`config.mk`:
```
export PLATFORM = sky130hd
export DESIGN_NAME = uart_tx
export DESIGN_NICKNAME = d
export VERILOG_FILES = /design/src/rtl/serial_pkg.sv /design/src/rtl/sync_fifo.sv /design/src/rtl/uart_tx.sv
export SDC_FILE = /design/constraint.sdc
export NUM_CORES = 1
export LEC_CHECK = 0
export BUFFER_PORTS_ARGS = -buffer_cell sky130_fd_sc_hd__buf_2
export CAP_MARGIN = 15
export CORE_UTILIZATION = 52
export CTS_CLUSTER_DIAMETER = 30
export DETAILED_ROUTE_END_ITERATION = 7
export HOLD_SLACK_MARGIN = 0.15
export PLACE_DENSITY = 0.68
export SLEW_MARGIN = 10
export SYNTH_ARGS = -nofsm -noshare
export SYNTH_HDL_FRONTEND = slang
export SYNTH_HIERARCHICAL = 1
export SYNTH_SLANG_ARGS = --single-unit
```
`constraint.sdc`:
```
create_clock -name clk -period 6.1 [get_ports clk]
set_clock_uncertainty 0.2 [all_clocks]
set_input_delay 1.83 -clock clk [delete_from_list [all_inputs] [get_ports clk]]
set_output_delay 1.83 -clock clk [all_outputs]
set_load 0.05 [all_outputs]
```
`src/rtl/serial_pkg.sv`:
```
// Shared definitions for the host COM serial link.
// Holds the frame FSM encoding and the baud divisor helper.
package serial_pkg;

    localparam logic [1:0] ST_IDLE  = 2'd0;
    localparam logic [1:0] ST_START = 2'd1;
    localparam logic [1:0] ST_DATA  = 2'd2;
    localparam logic [1:0] ST_STOP  = 2'd3;

    typedef enum logic [1:0] {
        IDLE  = ST_IDLE,
        START = ST_START,
        DATA  = ST_DATA,
        STOP  = ST_STOP
    } tx_state_t;

    function automatic int baud_div(input int oscrate, input int baudrate);
        return oscrate / baudrate;
    endfunction

endpackage

```
`src/rtl/sync_fifo.sv`:
```
// Small synchronous FIFO; the head entry is presented on rdata.
// Pushes while full and pops while empty are ignored.
module sync_fifo #(
    parameter int WIDTH = 8,
    parameter int DEPTH = 4
) (
    input  logic             clk,
    input  logic             rst_n,
    input  logic             push,
    input  logic [WIDTH-1:0] wdata,
    input  logic             pop,
    output logic [WIDTH-1:0] rdata,
    output logic             full,
    output logic             empty
);

    localparam int AW = $clog2(DEPTH);
    localparam int CW = AW + 1;

    if (DEPTH < 2 || (DEPTH & (DEPTH - 1)) != 0) begin : g_depth_check
        $error("sync_fifo: DEPTH must be a power of two and at least 2");
    end

    logic [WIDTH-1:0] mem [DEPTH];
    logic [AW-1:0]    wr_ptr;
    logic [AW-1:0]    rd_ptr;
    logic [CW-1:0]    count;
    logic             do_push;
    logic             do_pop;

    assign full    = (count == CW'(DEPTH));
    assign empty   = (count == '0);
    assign do_push = push && !full;
    assign do_pop  = pop && !empty;
    assign rdata   = mem[rd_ptr];

    // Pointers wrap naturally because DEPTH is a power of two.
    always_ff @(posedge clk or negedge rst_n) begin
        if (!rst_n) begin
            wr_ptr <= '0;
            rd_ptr <= '0;
            count  <= '0;
            for (int i = 0; i < DEPTH; i++) mem[i] <= '0;
        end else begin
            if (do_push) begin
                mem[wr_ptr] <= wdata;
                wr_ptr      <= wr_ptr + AW'(1);
            end
            if (do_pop) rd_ptr <= rd_ptr + AW'(1);
            unique case ({do_push, do_pop})
                2'b10:   count <= count + CW'(1);
                2'b01:   count <= count - CW'(1);
                default: count <= count;
            endcase
        end
    end

endmodule

```
`src/rtl/uart_tx.sv`:
```
// 8N1 serial transmitter for the host COM link, LSB first.
// Bytes are queued in a FIFO and sent back-to-back with no idle gap.
module uart_tx
    import serial_pkg::*;
#(
    parameter int OSCRATE  = 12_000_000,
    parameter int BAUDRATE = 9600,
    parameter int DEPTH    = 4
) (
    input  logic       clk,
    input  logic       rst_n,
    input  logic [7:0] data,
    input  logic       valid,
    output logic       ready,
    output logic       tx,
    output logic       busy
);

    localparam int DIV   = baud_div(OSCRATE, BAUDRATE);
    localparam int CNT_W = $clog2(DIV);

    if (DIV < 2) begin : g_div_check
        $error("uart_tx: OSCRATE / BAUDRATE must be at least 2");
    end

    tx_state_t        state, state_n;
    logic [CNT_W-1:0] cnt, cnt_n;
    logic [2:0]       bit_cnt, bit_n;
    logic [7:0]       shift, shift_n;
    logic             tx_q, tx_n;
    logic             fifo_pop;
    logic             fifo_full;
    logic             fifo_empty;
    logic [7:0]       fifo_head;
    logic             baud_end;

    sync_fifo #(
        .WIDTH(8),
        .DEPTH(DEPTH)
    ) u_fifo (
        .clk   (clk),
        .rst_n (rst_n),
        .push  (valid),
        .wdata (data),
        .pop   (fifo_pop),
        .rdata (fifo_head),
        .full  (fifo_full),
        .empty (fifo_empty)
    );

    assign ready    = !fifo_full;
    assign busy     = (state != IDLE) || !fifo_empty;
    assign tx       = tx_q;
    assign baud_end = (cnt == CNT_W'(DIV - 1));

    always_ff @(posedge clk or negedge rst_n) begin
        if (!rst_n) begin
            state   <= IDLE;
            cnt     <= '0;
            bit_cnt <= '0;
            shift   <= '0;
            tx_q    <= 1'b1;
        end else begin
            state   <= state_n;
            cnt     <= cnt_n;
            bit_cnt <= bit_n;
            shift   <= shift_n;
            tx_q    <= tx_n;
        end
    end

    always_comb begin
        state_n  = state;
        cnt_n    = cnt;
        bit_n    = bit_cnt;
        shift_n  = shift;
        tx_n     = tx_q;
        fifo_pop = 1'b0;
        unique case (state)
            IDLE: begin
                tx_n = 1'b1;
                if (!fifo_empty) begin
                    fifo_pop = 1'b1;
                    shift_n  = fifo_head;
                    tx_n     = 1'b0;
                    cnt_n    = '0;
                    state_n  = START;
                end
            end
            START: begin
                if (baud_end) begin
                    tx_n    = shift[0];
                    bit_n   = '0;
                    cnt_n   = '0;
                    state_n = DATA;
                end else begin
                    cnt_n = cnt + CNT_W'(1);
                end
            end
            DATA: begin
                if (baud_end) begin
                    cnt_n = '0;
                    if (bit_cnt == 3'd7) begin
                        tx_n    = 1'b1;
                        state_n = STOP;
                    end else begin
                        shift_n = shift >> 1;
                        tx_n    = shift[1];
                        bit_n   = bit_cnt + 3'd1;
                    end
                end else begin
                    cnt_n = cnt + CNT_W'(1);
                end
            end
            STOP: begin
                if (baud_end) begin
                    cnt_n = '0;
                    // Chain straight into the next start bit when more is queued.
                    if (!fifo_empty) begin
                        fifo_pop = 1'b1;
                        shift_n  = fifo_head;
                        tx_n     = 1'b0;
                        state_n  = START;
                    end else begin
                        state_n = IDLE;
                    end
                end else begin
                    cnt_n = cnt + CNT_W'(1);
                end
            end
            default: state_n = IDLE;
        endcase
    end

endmodule

```
Yosys cells after proc, flatten, opt, wreduce, memory -nomap -nowiden:

Index checks and enable logic that the tools add are counted.

* reductions and logical operators: 17
* equal/unequal tests: 15
* multiply operators: 0
* $add $sub $neg: 6
* order comparisons: 3
* multiplexer cells: 36
* shift-type cells: 0
* divide/modulo/power cells: 0
* bitwise operators: 2

Operators with widths (number)
* 8-bit two-way mux: 7
* 32-bit bitwise mux: 1
* 8-bit one-hot mux with 3 select lines: 1
* 11-bit two-way mux: 2
* 11-bit one-hot mux with 2 select lines: 1
* 8-bit binary-select mux with 2-bit select: 1
* 8-bit demux with 2-bit select: 1
* 2-bit != test (second input constant): 7
* 3-bit one-hot mux with 2 select lines: 2
* 4-bit AND reduction: 3
* 11-bit by 1-bit adder with 11-bit output (second input constant): 1
* 11-bit == test (second input constant): 1
* 2-bit two-way mux: 5
* 1-bit two-way mux: 9
* 3-bit two-way mux: 3
* 2-bit one-hot mux with 4 select lines: 1
* 3-bit by 1-bit adder with 3-bit output (second input constant): 2
* 2-bit == test (second input constant): 3
* 3-bit == test (second input constant): 2
* 3-bit greater-or-equal comparator (second input constant): 2
* 2-bit inverter with 3-bit output: 2
* 2-bit nonzero test: 3
* 5-bit AND reduction: 1
* 2-bit by 1-bit adder with 2-bit output (second input constant): 2
* 12 further kinds: 16

* register bits after elaboration: 64
* bits in writable memories: 0
* word-level logic and storage cells: 91
* memories kept: 0
* latch bits: 0
* output and inout port bits: 3
* bits in read-only memories: 0

Logic depth before layout (Yosys ltp):

Gate-level depths: netlist of the first run.

* depth in word-level cells: 7
* mapped depth: 13
* depth with buffers taken out: 13

Modules after synthesis:

Netlist of the first run, hierarchy kept.

By module, submodules not included
* sync_fifo: area an instance 1784.2 um2, instances 1, cells each 114, sequential area each 975.9 um2
* uart_tx: area an instance 1526.5 um2, instances 1, cells each 147, sequential area each 626.9 um2

Worst setup path after synthesis of the first run:

Ideal clock, no wire load.

* path type: reg2out
* start: register state[0]
* end: output port busy
* data arrival time: 1.649 ns
* setup slack: 2.421 ns
* required time: 4.070 ns
* buffers on the path: 1
* stages on the path, launching flop included: 6
* cell sequence: dfrtp_1 inv_1 ha_1 clkbuf_1 and2_0 clkinv_1

* word-level cells in the longest chain between the ends: 2

RTL lines
* start, declared: line uart_tx.sv:26 `tx_state_t state, state_n;`
* start signal, assigned: line uart_tx.sv:64 `state <= state_n;`
* 2-bit nonzero test: line uart_tx.sv:52 `assign busy = (state != IDLE) || !fifo_empty;`
* 1-bit logical OR: line uart_tx.sv:52
* end, declared: line uart_tx.sv:16 `output logic busy`

No other way between the ends.

Worst setup path in the final report of the first run:

Ends and elaborated chain as after synthesis.

==> impl_metrics.toml, run 1 <==
[floorplanning]
fp.dieArea_um2 = 6690
rows = 28
fp.dieH_um = 81.8
floorplan.core_area_um2 = 6030
fp.dieW_um = 81.8
floorplan.initialDensity = 0.549
top_level_ports = 14

[clock_network]
cts_tree = "built"
cts_root_buffer = "clkbuf_8"
clk_transition_reported_paths_ns = 0.08
tritoncts_buffers = 9
ctsResizeCount = 0
hold_buffers = 0
clock_insertion_delay_worst_skew_ns = 0.34
cts.sinks = 64
clock_tree.buffer_depth = 2
ctsHtreeMaxLevel = 3
postCtsSetupRepairBufs = 0

[cells_and_area]
proportion_of_layout_cells_with_a_drive_suffix_above_1 = 0.357
layout-area-overhead-vs-synth_pct = 9.79
ant_diodes = 0
final_common_cell = "dfrtp_1"
nFillCells = 513
final-seq-area_um2 = 1600
final_net_count = 308
most-common-layout-cells = "dfrtp_1 (63), mux2_2 (49), nand2_1 (15), ha_1 (15), buf_2 (14)"
area_of_combinational_cells_with_multiple_inputs_um2 = 1630

[logic_synthesis]
synthesis.nets = 288
synth_warnings = 6
synth.cell_area_um2 = 3310
seq_area_frac_synth = 0.484
synth-edff-count = 0
syn_avg_cell_area_um2 = 12.7
synth-async-reset-ratio = 1.00
dominantRegCellSynth = "dfrtp_1"
synthCells = 261
synth-seq-cells = 64
synthDistinctLibCells = 49

[grt]
grt_max_degree = 39
grt_pass1_wl_um = 10000
global_route.usage.total = 0.205
antenna_found_initial = 0
grt_overflow = 0
first_global_vias = 2097

[timing]
final_period_util = 0.699
drv_slew = 0
final_critical_path_setup_slack_ns = 1.83
finalCriticalPeriod_ns = 4.27
rsz0062_at_grt = "false"
max_slew.worst_pin.slew_ns = 0.850
fin_setup_tns_ns = 0
worst_slew_margin_rel = 0.433
setup_violations = 0
fmaxAchievable_mhz = 234
report.final.hold_viol_count = 0

[routing]
antenna_violating_nets_post_route = 0
initialDrtViolationCount = 83
detail_route.first_pass.iterations = 4
post-route-drc-count = 0
route.detailed.vias_per_inst = 5.69
totalWireLength_um = 5840
routed-via-count = 2053
route.detailed.wl_per_inst_um = 16.2

[worst_setup_path]
ff2ff_path_depth = 13
regToRegSetupSlack_ns = 2.90
path_class = "reg2out"
worst-endpoint-arrival_ns = 2.24
timing.critical_path.from_type = "flop"
setup.worst_path.end_class = "primary output"
required_ns = 4.07
cp_max_fo = 10
regToRegEndpoint = "u_fifo/count[2]"
critical_path.reg2reg.startpoint = "cnt[1]"

[power_and_ir_drop]
vdd_drop_max_uv = 289
powerDensity_nw_per_um2 = 519
leakage_power_nw = 1.65

[min_path]
hold_path_startpoint = "u_fifo/mem[7]"
timing.hold.worst.class = "reg2reg"
min_delay_path_depth = 1
hold_end = "u_fifo/mem[7]"

[outcome]
run_status = "complete, no violations"

[placed_design]
dpl.hpwl_um = 4060
place.gp.congestion = 0.751
buffer_ports.inserted = 13
dp_worst_setup_slack_ns = 2.20

[flow_run]
maxCapViolations = 0
==> metrics by stage <==
stage	cells	util	total power [W]	cell area [µm²]	hold WS, ns
floorplan	261	-	0.00139	3310	0.274
global placement	344	0.573	0.00154	3450	0.282
detailed placement	344	0.573	0.00157	3450	0.288
CTS	360	0.602	0.00190	3630	0.307
global route	361	0.603	0.00203	3630	0.330
finish	361	0.603	0.00189	3630	0.305
==> per-layer routing <==
metal / wire length, µm / vias up / GRT usage
li1: - / 992 / -
met1: 2770 / 1021 / 0.260
met2: 2820 / 30 / 0.335
met3: 167 / 10 / 0.0567
met4: 73 / 0 / 0.0737
met5: 0 / - / 0
==> cell type report <==
type,count,area share
inverters,13,0.0134
repair buffers,15,0.0213
clock buffers,9,0.0341
clock inverters,7,0.0148
multi-input cells,178,0.450
well taps,75,0.0258
flip-flops and latches,64,0.441
==> cells in the mapped netlist (4+ instances only) <==
cell type / n / area, µm²
a21o_1: 5 / 37.5
nand3_1: 4 / 20.0
inv_1: 12 / 45.0
mux2_2: 49 / 552
nor2_2: 4 / 25.0
a21oi_1: 4 / 20.0
nor3b_1: 4 / 30.0
and3_1: 4 / 25.0
xnor2_1: 4 / 35.0
nor2_1: 7 / 26.3
nor3_1: 6 / 30.0
ha_1: 15 / 188
dfrtp_1: 63 / 1580
o21ai_0: 12 / 60.1
nand2_1: 15 / 56.3
xor2_1: 4 / 35.0
mux4_2: 8 / 180
==> state kept, by name (all words and copies together), names as in the netlist <==
register and cells:
u_fifo/rd_ptr 2, shift 8, u_fifo/wr_ptr 2, tx 1
u_fifo/count 3, state 2, cnt 11, bit_cnt 3
u_fifo/mem 32
==> worst max-delay path, stage by stage (launching register included) <==
cell and delay [ns]:
dfrtp_1 0.43, inv_1 0.15, ha_1 0.37, and2_0 0.34, clkinv_1 0.31, buf_2 0.30
==> cell families (layout without fill, tap and decap cells) <==
kind of cell             count (synthesis)  after routing  share of synthesized area
flip-flops                              64             64                      0.484
AND/OR/NAND/NOR                         61             61                      0.110
multiplexers                            59             59                      0.228
AO/OA/AOI/OAI                           34             34                     0.0722
buffers and inverters                   19             44                     0.0223
adder cells (fa/ha/maj)                 16             16                     0.0627
XOR/XNOR                                 8              8                     0.0212
==> report_power, final <==
group	total [W]	switching (W)	internal (W)
sequential	0.000758	0.000144	0.000614
combinational	0.000793	0.000344	0.000449
clock	0.000336	0.000185	0.000151
total	0.00189	0.000673	0.00121
==> how the worst max path moves through the flow <==
stage                               start  endpoint  slack, ns  cells past startpoint
after global placement           state[0]      busy       2.28                      5
after floorplan                  state[0]      busy       2.42                      5
after CTS                        state[0]      busy       1.82                      5
after detailed placement         state[0]      busy       2.20                      5
after global routing      u_fifo/count[0]      busy       1.67                      4
final                            state[0]      busy       1.83                      5
Note: power is estimated with default switching activity, not from simulation.
==> run 2: changes to the inputs <==
--- a/config.mk
+++ b/config.mk
@@ -11,7 +11,7 @@
 export CTS_CLUSTER_DIAMETER = 30
 export DETAILED_ROUTE_END_ITERATION = 7
 export HOLD_SLACK_MARGIN = 0.15
-export PLACE_DENSITY = 0.68
+export PLACE_DENSITY = 0.71
 export SLEW_MARGIN = 10
 export SYNTH_ARGS = -nofsm -noshare
 export SYNTH_HDL_FRONTEND = slang
==> constraint.sdc (replaced) <==
create_clock -name clk -period 3.85 [get_ports clk]
set_clock_uncertainty 0.2 [all_clocks]
set_input_delay 1.155 -clock clk [delete_from_list [all_inputs] [get_ports clk]]
set_output_delay 1.155 -clock clk [all_outputs]
set_load 0.05 [all_outputs]
==> impl_metrics.toml, run 2 (synthesis gave the netlist of run 1 again) <==
[timing]
setup_violations = 0
fmaxAchievable_mhz = 281
fin_setup_tns_ns = 0
drv_slew = 0
finalCriticalPeriod_ns = 3.56
worst_slew_margin_rel = 0.552
rsz0062_at_grt = "false"
report.final.hold_viol_count = 0
max_slew.worst_pin.slew_ns = 0.673
final_period_util = 0.925

[routing]
post-route-drc-count = 0
detail_route.first_pass.iterations = 6
initialDrtViolationCount = 57
met2_wirelength_from_detailed_routing_um = 2760
m1WireLength_um = 2830
maxUsedRoutingLayer = "met4"
routed-via-count = 2060
antenna_violating_nets_post_route = 0
route.detailed.vias_per_inst = 5.67
routed-wl-met3_um = 151
totalWireLength_um = 5870
route.detailed.wl_per_inst_um = 16.2

[cells_and_area]
proportion_of_layout_cells_with_a_drive_suffix_above_1 = 0.361
most-common-layout-cells = "dfrtp_1 (63), mux2_2 (49), nand2_1 (15), ha_1 (15), buf_2 (13)"
largestRegisters = "u_fifo/mem: 32 flops, cnt: 11 flops, shift: 8 flops"
final_net_count = 310
ant_diodes = 0
final_cell_area_um2 = 3720
max_flop_register = "u_fifo/mem"
largest_register_ff_count = 32
layout-area-overhead-vs-synth_pct = 12.5
final_common_cell = "dfrtp_1"

[floorplanning]
fp.dieW_um = 81.8
top_level_ports = 14
floorplan.initialDensity = 0.549
fp.dieArea_um2 = 6690
floorplan.core_area_um2 = 6030
rows = 28
fp.dieH_um = 81.8

[worst_setup_path]
cpPeakStageDelay_ns = 0.43
timing.critical_path.from_type = "flop"
critical_path.cell_chain = "inv_1 > ha_1 > and2_0 > clkinv_1 > buf_2"
cpMaxStageDelayCell = "dfrtp_1"
critical_path.reg2reg.startpoint = "cnt[1]"
setup.worst_path.end_class = "primary output"
cp_num_buf_inv = 3
required_ns = 2.49
worstSetupStartpoint = "state[0]"
worst_path_dominant_cell_family = "buffers and inverters"
cp_max_fo = 10
worst-endpoint-arrival_ns = 2.21
path_class = "reg2out"

[placed_design]
placed_cell_area_um2 = 3470
place.gp.congestion = 0.793
buffer_ports.inserted = 13
dpl.hpwl_um = 4100

[grt]
global_route.usage.total = 0.202
grt_max_degree = 39
grt_overflow = 0
first_global_vias = 2087
grt_pass1_wl_um = 9910
antenna_found_initial = 0

[clock_network]
cts_tree = "built"
hold_buffers = 0
tritoncts_buffers = 9
cts.sinks = 64
clock_tree.buffer_depth = 2
postCtsSetupRepairBufs = 0
ctsResizeCount = 0
clk_transition_reported_paths_ns = 0.07
ctsHtreeMaxLevel = 3
cts_root_buffer = "clkbuf_8"
clock_insertion_delay_worst_skew_ns = 0.35

[outcome]
run_status = "complete, no violations"

[flow_run]
maxCapViolations = 0

[min_path]
hold_path_startpoint = "u_fifo/mem[14]"
timing.hold.worst.class = "reg2reg"

[power_and_ir_drop]
combPwrFrac = 0.397
switching_power_w = 0.00106
powerDensity_nw_per_um2 = 857
seq_power_share = 0.376
switching_share = 0.332
leakage_power_nw = 1.70
vdd_drop_max_uv = 453
part_of_the_power_in_the_clock_network = 0.227
intPower_w = 0.00213
## run 2: changes by cell type in the layout (fill, tap and decap cells not counted)
cell        before  now
buf_4            1    4
bufinv_16        0    3
clkinvlp_4       3    0
buf_2           14   13
clkinv_2         1    0
clkinv_4         0    1
## run 2: per-layer routing
metal  up-vias  track usage
li1        994            -
met1      1026        0.265
met2        28        0.317
met3        12       0.0456
met4         0       0.0982
met5         -            0
## run 2: stage by stage
| step | power (W) | hold WS (ns) | std cells | worst slack [ns] | util |
|---|---|---|---|---|---|
| 5_1_grt | 0.00343 | 0.324 | 363 | 0.120 | 0.618 |
| 6_report | 0.00319 | 0.307 | 363 | 0.287 | 0.618 |
| 3_3_place_gp | 0.00244 | 0.281 | 347 | 0.719 | 0.577 |
| 2_1_floorplan | 0.00221 | 0.274 | 261 | 0.846 | - |
| 4_1_cts | 0.00322 | 0.309 | 363 | 0.238 | 0.618 |
| 3_5_place_dp | 0.00249 | 0.291 | 347 | 0.602 | 0.577 |
## run 2: cell type report
cell class | instances | area (µm²)
clock inverter | 7 | 125
timing repair buffer | 17 | 95.1
inverter | 13 | 48.8
tap | 75 | 93.8
clock buffer | 9 | 124
sequential | 64 | 1600
fill | 484 | 2300
multi-input combinational | 178 | 1630
## run 2: power by group through the flow
| stage | Combinational [W] | Clock (W) | Sequential (W) |
|---|---|---|---|
| after global routing | 0.00141 | 0.000773 | 0.00125 |
| after CTS | 0.00128 | 0.000736 | 0.00120 |
| after global placement | 0.00125 | 0 | 0.00120 |
| final | 0.00126 | 0.000724 | 0.00120 |
| after floorplan | 0.00108 | 0 | 0.00112 |
| after detailed placement | 0.00128 | 0 | 0.00121 |
## run 2: path summary, 6_finish.rpt
kind | slack [ns] | depth (start not counted) | to
max | 0.29 | 5 | busy
min | 0.31 | 1 | u_fifo/mem[14]
max reg2reg | 0.60 | 13 | u_fifo/count[2]
min reg2reg | 0.31 | 1 | u_fifo/mem[14]
max in group asynchronous | 2.19 | 2 | u_fifo/rd_ptr[1]
min in group asynchronous | 0.48 | 1 | cnt[5]
